## src/rtl/heap_fetch_arbiter.sv

```systemverilog
// Two-port heap read arbiter: round-robin grant, fixed-latency wait, node decode, held response.
// Optional grant/error statistics outputs are enabled with the HEAP_FETCH_STATS_EN macro.
module heap_fetch_arbiter #(
    parameter int MEM_LAT = 1,
    parameter int STAT_W  = 16
) (
    input  logic        system1000,
    input  logic        system1000_rstn,
    input  logic        req0_valid,
    input  logic [29:0] req0_addr,
    output logic        req0_ready,
    input  logic        req1_valid,
    input  logic [29:0] req1_addr,
    output logic        req1_ready,
    output logic        mem_rd_en,
    output logic [29:0] mem_addr,
    input  logic [63:0] mem_rd_data,
    output logic        resp_valid,
    input  logic        resp_ready,
    output logic        resp_id,
    output logic [62:0] resp_node,
    output logic        resp_err
`ifdef HEAP_FETCH_STATS_EN
    ,
    output logic [STAT_W-1:0] stat_fetch0,
    output logic [STAT_W-1:0] stat_fetch1,
    output logic [STAT_W-1:0] stat_err
`endif
);

    if (MEM_LAT < 1 || MEM_LAT > 7 || STAT_W < 1) begin : g_param_check
        $error("heap_fetch_arbiter: MEM_LAT must be 1..7 and STAT_W >= 1");
    end

    typedef enum logic [1:0] {
        ST_IDLE = 2'd0,
        ST_WAIT = 2'd1,
        ST_HOLD = 2'd2
    } state_t;

    state_t      state_q, state_d;
    logic [2:0]  lat_q, lat_d;
    logic        rr_q, rr_d;
    logic        id_q, id_d;
    logic        resp_valid_q, resp_valid_d;
    logic        resp_id_q, resp_id_d;
    logic [62:0] resp_node_q, resp_node_d;
    logic        resp_err_q, resp_err_d;
    logic        gnt_s;
    logic        gnt_port_s;
    logic [63:0] dec_s;

    // Result is {err, node}; unknown tags yield an all-zero node with err set.
    function automatic logic [63:0] decode_word(input logic [63:0] w);
        logic [63:0] r;
        r = 64'd0;
        case (w[63:60])
            4'd0:    r = {1'b0, 3'b000, 60'd0};
            4'd1:    r = {1'b0, 3'b001, 60'd0};
            4'd2:    r = {1'b0, 3'b010, 60'd0};
            4'd3:    r = {1'b0, 3'b011, w[59:30], w[29:0]};
            4'd4:    r = {1'b0, 3'b100, w[31:0], 28'd0};
            default: r = {1'b1, 63'd0};
        endcase
        return r;
    endfunction

    assign dec_s = decode_word(mem_rd_data);

    // Grant selection: only in IDLE and never while reset is asserted.
    always_comb begin
        gnt_s      = 1'b0;
        gnt_port_s = 1'b0;
        if (system1000_rstn && (state_q == ST_IDLE)) begin
            if (req0_valid && req1_valid) begin
                gnt_s      = 1'b1;
                gnt_port_s = ~rr_q;
            end else if (req0_valid) begin
                gnt_s      = 1'b1;
                gnt_port_s = 1'b0;
            end else if (req1_valid) begin
                gnt_s      = 1'b1;
                gnt_port_s = 1'b1;
            end else begin
                gnt_s      = 1'b0;
                gnt_port_s = 1'b0;
            end
        end else begin
            gnt_s      = 1'b0;
            gnt_port_s = 1'b0;
        end
    end

    assign req0_ready = gnt_s & ~gnt_port_s;
    assign req1_ready = gnt_s & gnt_port_s;
    assign mem_rd_en  = gnt_s;
    assign mem_addr   = gnt_s ? (gnt_port_s ? req1_addr : req0_addr) : 30'd0;

    // Next-state logic for the fetch sequencer.
    always_comb begin
        state_d      = state_q;
        lat_d        = lat_q;
        rr_d         = rr_q;
        id_d         = id_q;
        resp_valid_d = resp_valid_q;
        resp_id_d    = resp_id_q;
        resp_node_d  = resp_node_q;
        resp_err_d   = resp_err_q;
        case (state_q)
            ST_IDLE: begin
                if (gnt_s) begin
                    id_d    = gnt_port_s;
                    rr_d    = gnt_port_s;
                    lat_d   = 3'(MEM_LAT - 1);
                    state_d = ST_WAIT;
                end else begin
                    state_d = ST_IDLE;
                end
            end
            ST_WAIT: begin
                if (lat_q == 3'd0) begin
                    resp_err_d   = dec_s[63];
                    resp_node_d  = dec_s[62:0];
                    resp_id_d    = id_q;
                    resp_valid_d = 1'b1;
                    state_d      = ST_HOLD;
                end else begin
                    lat_d = lat_q - 3'd1;
                end
            end
            ST_HOLD: begin
                if (resp_ready) begin
                    resp_valid_d = 1'b0;
                    state_d      = ST_IDLE;
                end else begin
                    state_d = ST_HOLD;
                end
            end
            default: begin
                resp_valid_d = 1'b0;
                state_d      = ST_IDLE;
            end
        endcase
    end

    // State and response registers with synchronous active-low reset.
    always_ff @(posedge system1000) begin
        if (!system1000_rstn) begin
            state_q      <= ST_IDLE;
            lat_q        <= 3'd0;
            rr_q         <= 1'b1;
            id_q         <= 1'b0;
            resp_valid_q <= 1'b0;
            resp_id_q    <= 1'b0;
            resp_node_q  <= 63'd0;
            resp_err_q   <= 1'b0;
        end else begin
            state_q      <= state_d;
            lat_q        <= lat_d;
            rr_q         <= rr_d;
            id_q         <= id_d;
            resp_valid_q <= resp_valid_d;
            resp_id_q    <= resp_id_d;
            resp_node_q  <= resp_node_d;
            resp_err_q   <= resp_err_d;
        end
    end

    assign resp_valid = resp_valid_q;
    assign resp_id    = resp_id_q;
    assign resp_node  = resp_node_q;
    assign resp_err   = resp_err_q;

`ifdef HEAP_FETCH_STATS_EN
    logic [STAT_W-1:0] stat_fetch0_q, stat_fetch1_q, stat_err_q;
    logic              hold_entry_err_s;

    assign hold_entry_err_s = (state_q == ST_WAIT) && (lat_q == 3'd0) && dec_s[63];

    // Saturating statistics counters.
    always_ff @(posedge system1000) begin
        if (!system1000_rstn) begin
            stat_fetch0_q <= '0;
            stat_fetch1_q <= '0;
            stat_err_q    <= '0;
        end else begin
            if (req0_ready && (stat_fetch0_q != '1)) begin
                stat_fetch0_q <= stat_fetch0_q + STAT_W'(1);
            end
            if (req1_ready && (stat_fetch1_q != '1)) begin
                stat_fetch1_q <= stat_fetch1_q + STAT_W'(1);
            end
            if (hold_entry_err_s && (stat_err_q != '1)) begin
                stat_err_q <= stat_err_q + STAT_W'(1);
            end
        end
    end

    assign stat_fetch0 = stat_fetch0_q;
    assign stat_fetch1 = stat_fetch1_q;
    assign stat_err    = stat_err_q;
`endif

endmodule
```

## config.mk

```make
export PLATFORM = sky130hd
export DESIGN_NAME = heap_fetch_arbiter
export DESIGN_NICKNAME = d
export VERILOG_FILES = /design/src/rtl/heap_fetch_arbiter.sv
export SDC_FILE = /design/constraint.sdc
export NUM_CORES = 1
export LEC_CHECK = 0
export CORE_AREA = 2 2 88 107
export DETAILED_ROUTE_END_ITERATION = 8
export DIE_AREA = 0 0 90 109
export PLACE_DENSITY = 0.92
export SKIP_CTS_REPAIR_TIMING = 1
export SYNTH_ARGS = -nofsm -noshare
export SYNTH_HDL_FRONTEND = slang
export SYNTH_SLANG_ARGS = --single-unit
```

## constraint.sdc

```tcl
create_clock -name system1000 -period 3 [get_ports system1000]
set_clock_uncertainty 0.15 [all_clocks]
set_input_delay 0.6 -clock system1000 [delete_from_list [all_inputs] [get_ports system1000]]
set_output_delay 0.6 -clock system1000 [all_outputs]
set_load 0.005 [all_outputs]
```

==> metrics.md <==
| Metric | Value |
|---|---|
| Hpwl dp | `8920 um` |
| Routability congestion estimate from global placement | `0.808` |
| Port Buffer Count | `227` |
| Post-route ant nets | `0` |
| Layout cells sized above 1 | `~6%` |
| GR Util met2 | `43.2%` |
| Initial drt markers | `130` |
| Routed WL | `between 10,000 and 15,000 um` |
| Avg Cell Area, Syn | `11.0 um2` |
| Root Buffer | `clkbuf_8` |
| Global route hottest layer | `met2` |
| Num ports | `228` |
| VDD IR max | `0.200 mV` |
| GR Util met3 | `slightly above 7%` |
| Synth area leader | `dfxtp_1` |
| Largest net degree at the start of global routing | `61` |
| Failing checks | `setup timing` |
| Clock transition at the registers of the reported paths | `roughly 80 ps` |
| Post-Syn Instances | `287` |
| P_leak | `2.21 nW` |
| DR vias | `3,430` |
| DR pass1 iterations | `4` |
| Worst-Margin Slew | `414 ps` |
| Worst setup EP type | `output pin` |
| Mapped cell area | `0.00317 mm2` |
| H-tree levels | `3` |
| Fin. Hold Viols | `0` |
| Core Region | `0.00884 mm2` |
| Hold_ws | `about 320 ps` |
| Syn_nets | `roughly 420` |
| Max-cap violations | `0` |
| Worst-path fanout max | `16` |
| Inserted Diodes | `0` |
| Post-route setup slack | `-131 ps` |
| Layout fillers | `between 600 and 700` |
| # DRC | `0` |
| Pwr dens | `380 mW/mm2` |
| Critical path type | `in -> out` |
| Status | `finished with violations` |
| Req. time, crit path | `2250 ps` |
| WL per Instance | `19.3 um` |
| Final std cells w/o fill | `between 600 and 700` |
| Gr usage total | `between 20% and 30%` |
| FP Rows | `38` |
| Yosys top cell area share | `46.1%` |
| Syn. warnings | `0` |
| Tmin final | `approximately 3100 ps` |
| Synth unique cells | `29` |
| Pins Over Slew Limit | `0` |
| Vias in the first global route | `3,422` |
| CTS Buf Count | `9` |
| Die Span Y | `109 um` |
| Top cells by area, synth | `dfxtp_1 46%, a22o_1 34%, buf_6 5.7%` |
| Crit-path most repeated cell | `clkdlybuf4s50_1` |
| Clk_lat worst skew | `between 300 and 400 ps` |
| Fmax achieved | `between 300 and 400 MHz` |
| Post-synthesis async set-or-reset flop share | `0%` |
| Die Width | `90 um` |
| Sink Count | `73` |
| Fin crit share | `104%` |
| RSZ-0062 raised after global routing | `yes` |
| Dominant synthesized flop cell | `dfxtp_1` |
| First-pass GRT wire length | `between 15,000 and 20,000 um` |
| Slowest stage delay, CP | `510 ps` |
| Grt total ovfl | `0` |
| Crit start category | `input pin` |
| CTS tree | `yes` |
| Initial Util | `35.9%` |
| Placed cell count | `around 600` |
| Max clock buf depth | `2` |
| Arrival time worst endpoint | `2380 ps` |
| EDFF count, synth | `0` |
| Layout area overhead | `80.5%` |
| Cell breakdown of the critical path | `clkdlybuf4s50_1 > nor3b_4 > and3_4 > clkbuf_16 > a22o_1 > clkdlybuf4s50_1` |
| Die area | `0.00981 mm2` |
| Vias per cell | `5.44` |
| Grt met1 use | `25.3%` |
| Final-report setup violation count | `29` |
| CP max-delay cell | `clkdlybuf4s50_1` |
| Flops & latches, synth | `73` |
| Total power | `2.17 mW` |
| Initial antenna violation count | `1` |
| Sequential-to-total area share from yosys stat | `a little under half` |
| Min-delay worst type | `reg -> reg` |
| Relative slew margins | `72.4%` |
| Nets | `636` |
==> report_power, final <==
group | switching [mW] | internal (mW) | leakage, nW
clock network | 0.360 | 0.383 | 0.0933
logic | 0.153 | 0.289 | 1.52
registers | 0.00978 | 0.979 | 0.589
==> worst max-delay path, delay by kind of cell <==
family,cells,cell delay [ps]
compound gates,1,150
buf+inv,3,1180
simple gates,2,460
==> sequential cells by signal, summed over array words and instances, names as in the netlist <==
register	count
rr_q	1
resp_node	63
state_q	2
lat_q	3
id_q	1
resp_valid	1
resp_err	1
resp_id	1
==> Yosys cell counts, drive strengths merged (3+ instances only) <==
cell    instances
nand2           6
a21boi          6
nand3           3
nand2b          3
o21ai           4
nand3b          4
and2            3
a22o          122
inv             7
dfxtp          73
buf            25
nor3b           3
clkbuf          6
==> metrics by stage <==
step           utilization [%]  setup TNS [ps]  area, um2  setup WS (ps)
6_report                  64.7           -3140       5720           -131
5_1_grt                   64.7           -5880       5720           -210
4_1_cts                   63.8           -5860       5650           -218
3_5_place_dp              61.7           -5350       5460           -207
3_3_place_gp              61.7           -4300       5460           -169
2_1_floorplan                -               0       3170            820
==> layout by cell type, fill, tap and decap left out, types with 2 or more instances in the layout <==
cell type / count
nand2_1: 6
a22o_1: 122
buf_4: 6
buf_12: 3
dfxtp_1: 73
ha_1: 2
and2_1: 2
nor2_1: 2
clkbuf_16: 2
nor3b_4: 2
a22oi_1: 2
clkdlybuf4s50_1: 225
nand2b_1: 3
clkinv_2: 2
inv_1: 6
clkbuf_1: 2
clkbuf_8: 9
and3b_1: 2
nand3_1: 3
nand3b_1: 4
o211a_1: 2
a21boi_0: 6
o211ai_1: 2
o31ai_1: 2
dlymetal6s2s_1: 2
o21ai_0: 4
==> metal layers <==
layer  vias up  share of wire [%]
met4         2                1.6
met1      1639                 39
met3        16                8.3
met5         -              0.099
li1       1571                  -
met2       202                 51
==> layout make-up <==
cell class / count / area (um2) / share of cell area (%)
clock buffer: 11 / 131 / 2.30
clock inverter: 5 / 56.3 / 0.984
inverter: 7 / 26.3 / 0.459
multi-input combinational: 176 / 1460 / 25.6
sequential: 73 / 1460 / 25.5
tap: 120 / 150 / 2.62
timing repair buffer: 238 / 2430 / 42.5
==> worst paths after layout <==
| kind | startpoint | endpoint | cells past startpoint | slack, ps |
|---|---|---|---|---|
| worst max-delay path | system1000_rstn | mem_addr[21] | 6 | -130 |
| worst min-delay path | resp_id | resp_id | 2 | 320 |
| worst max register to register | lat_q[0] | resp_node[43] | 7 | 900 |
| worst min register to register | resp_id | resp_id | 2 | 320 |
==> kinds of logic after synthesis <==
logic type               count (synthesis)  share of synthesized area [%]
AO/OA/AOI/OAI                          142                           38.2
flip-flops                              73                           46.1
buffers and inverters                   38                           8.64
AND/OR/NAND/NOR                         32                           6.31
adder cells (fa/ha/maj)                  2                          0.789
No activity file was read; power rests on OpenSTA's default activity.
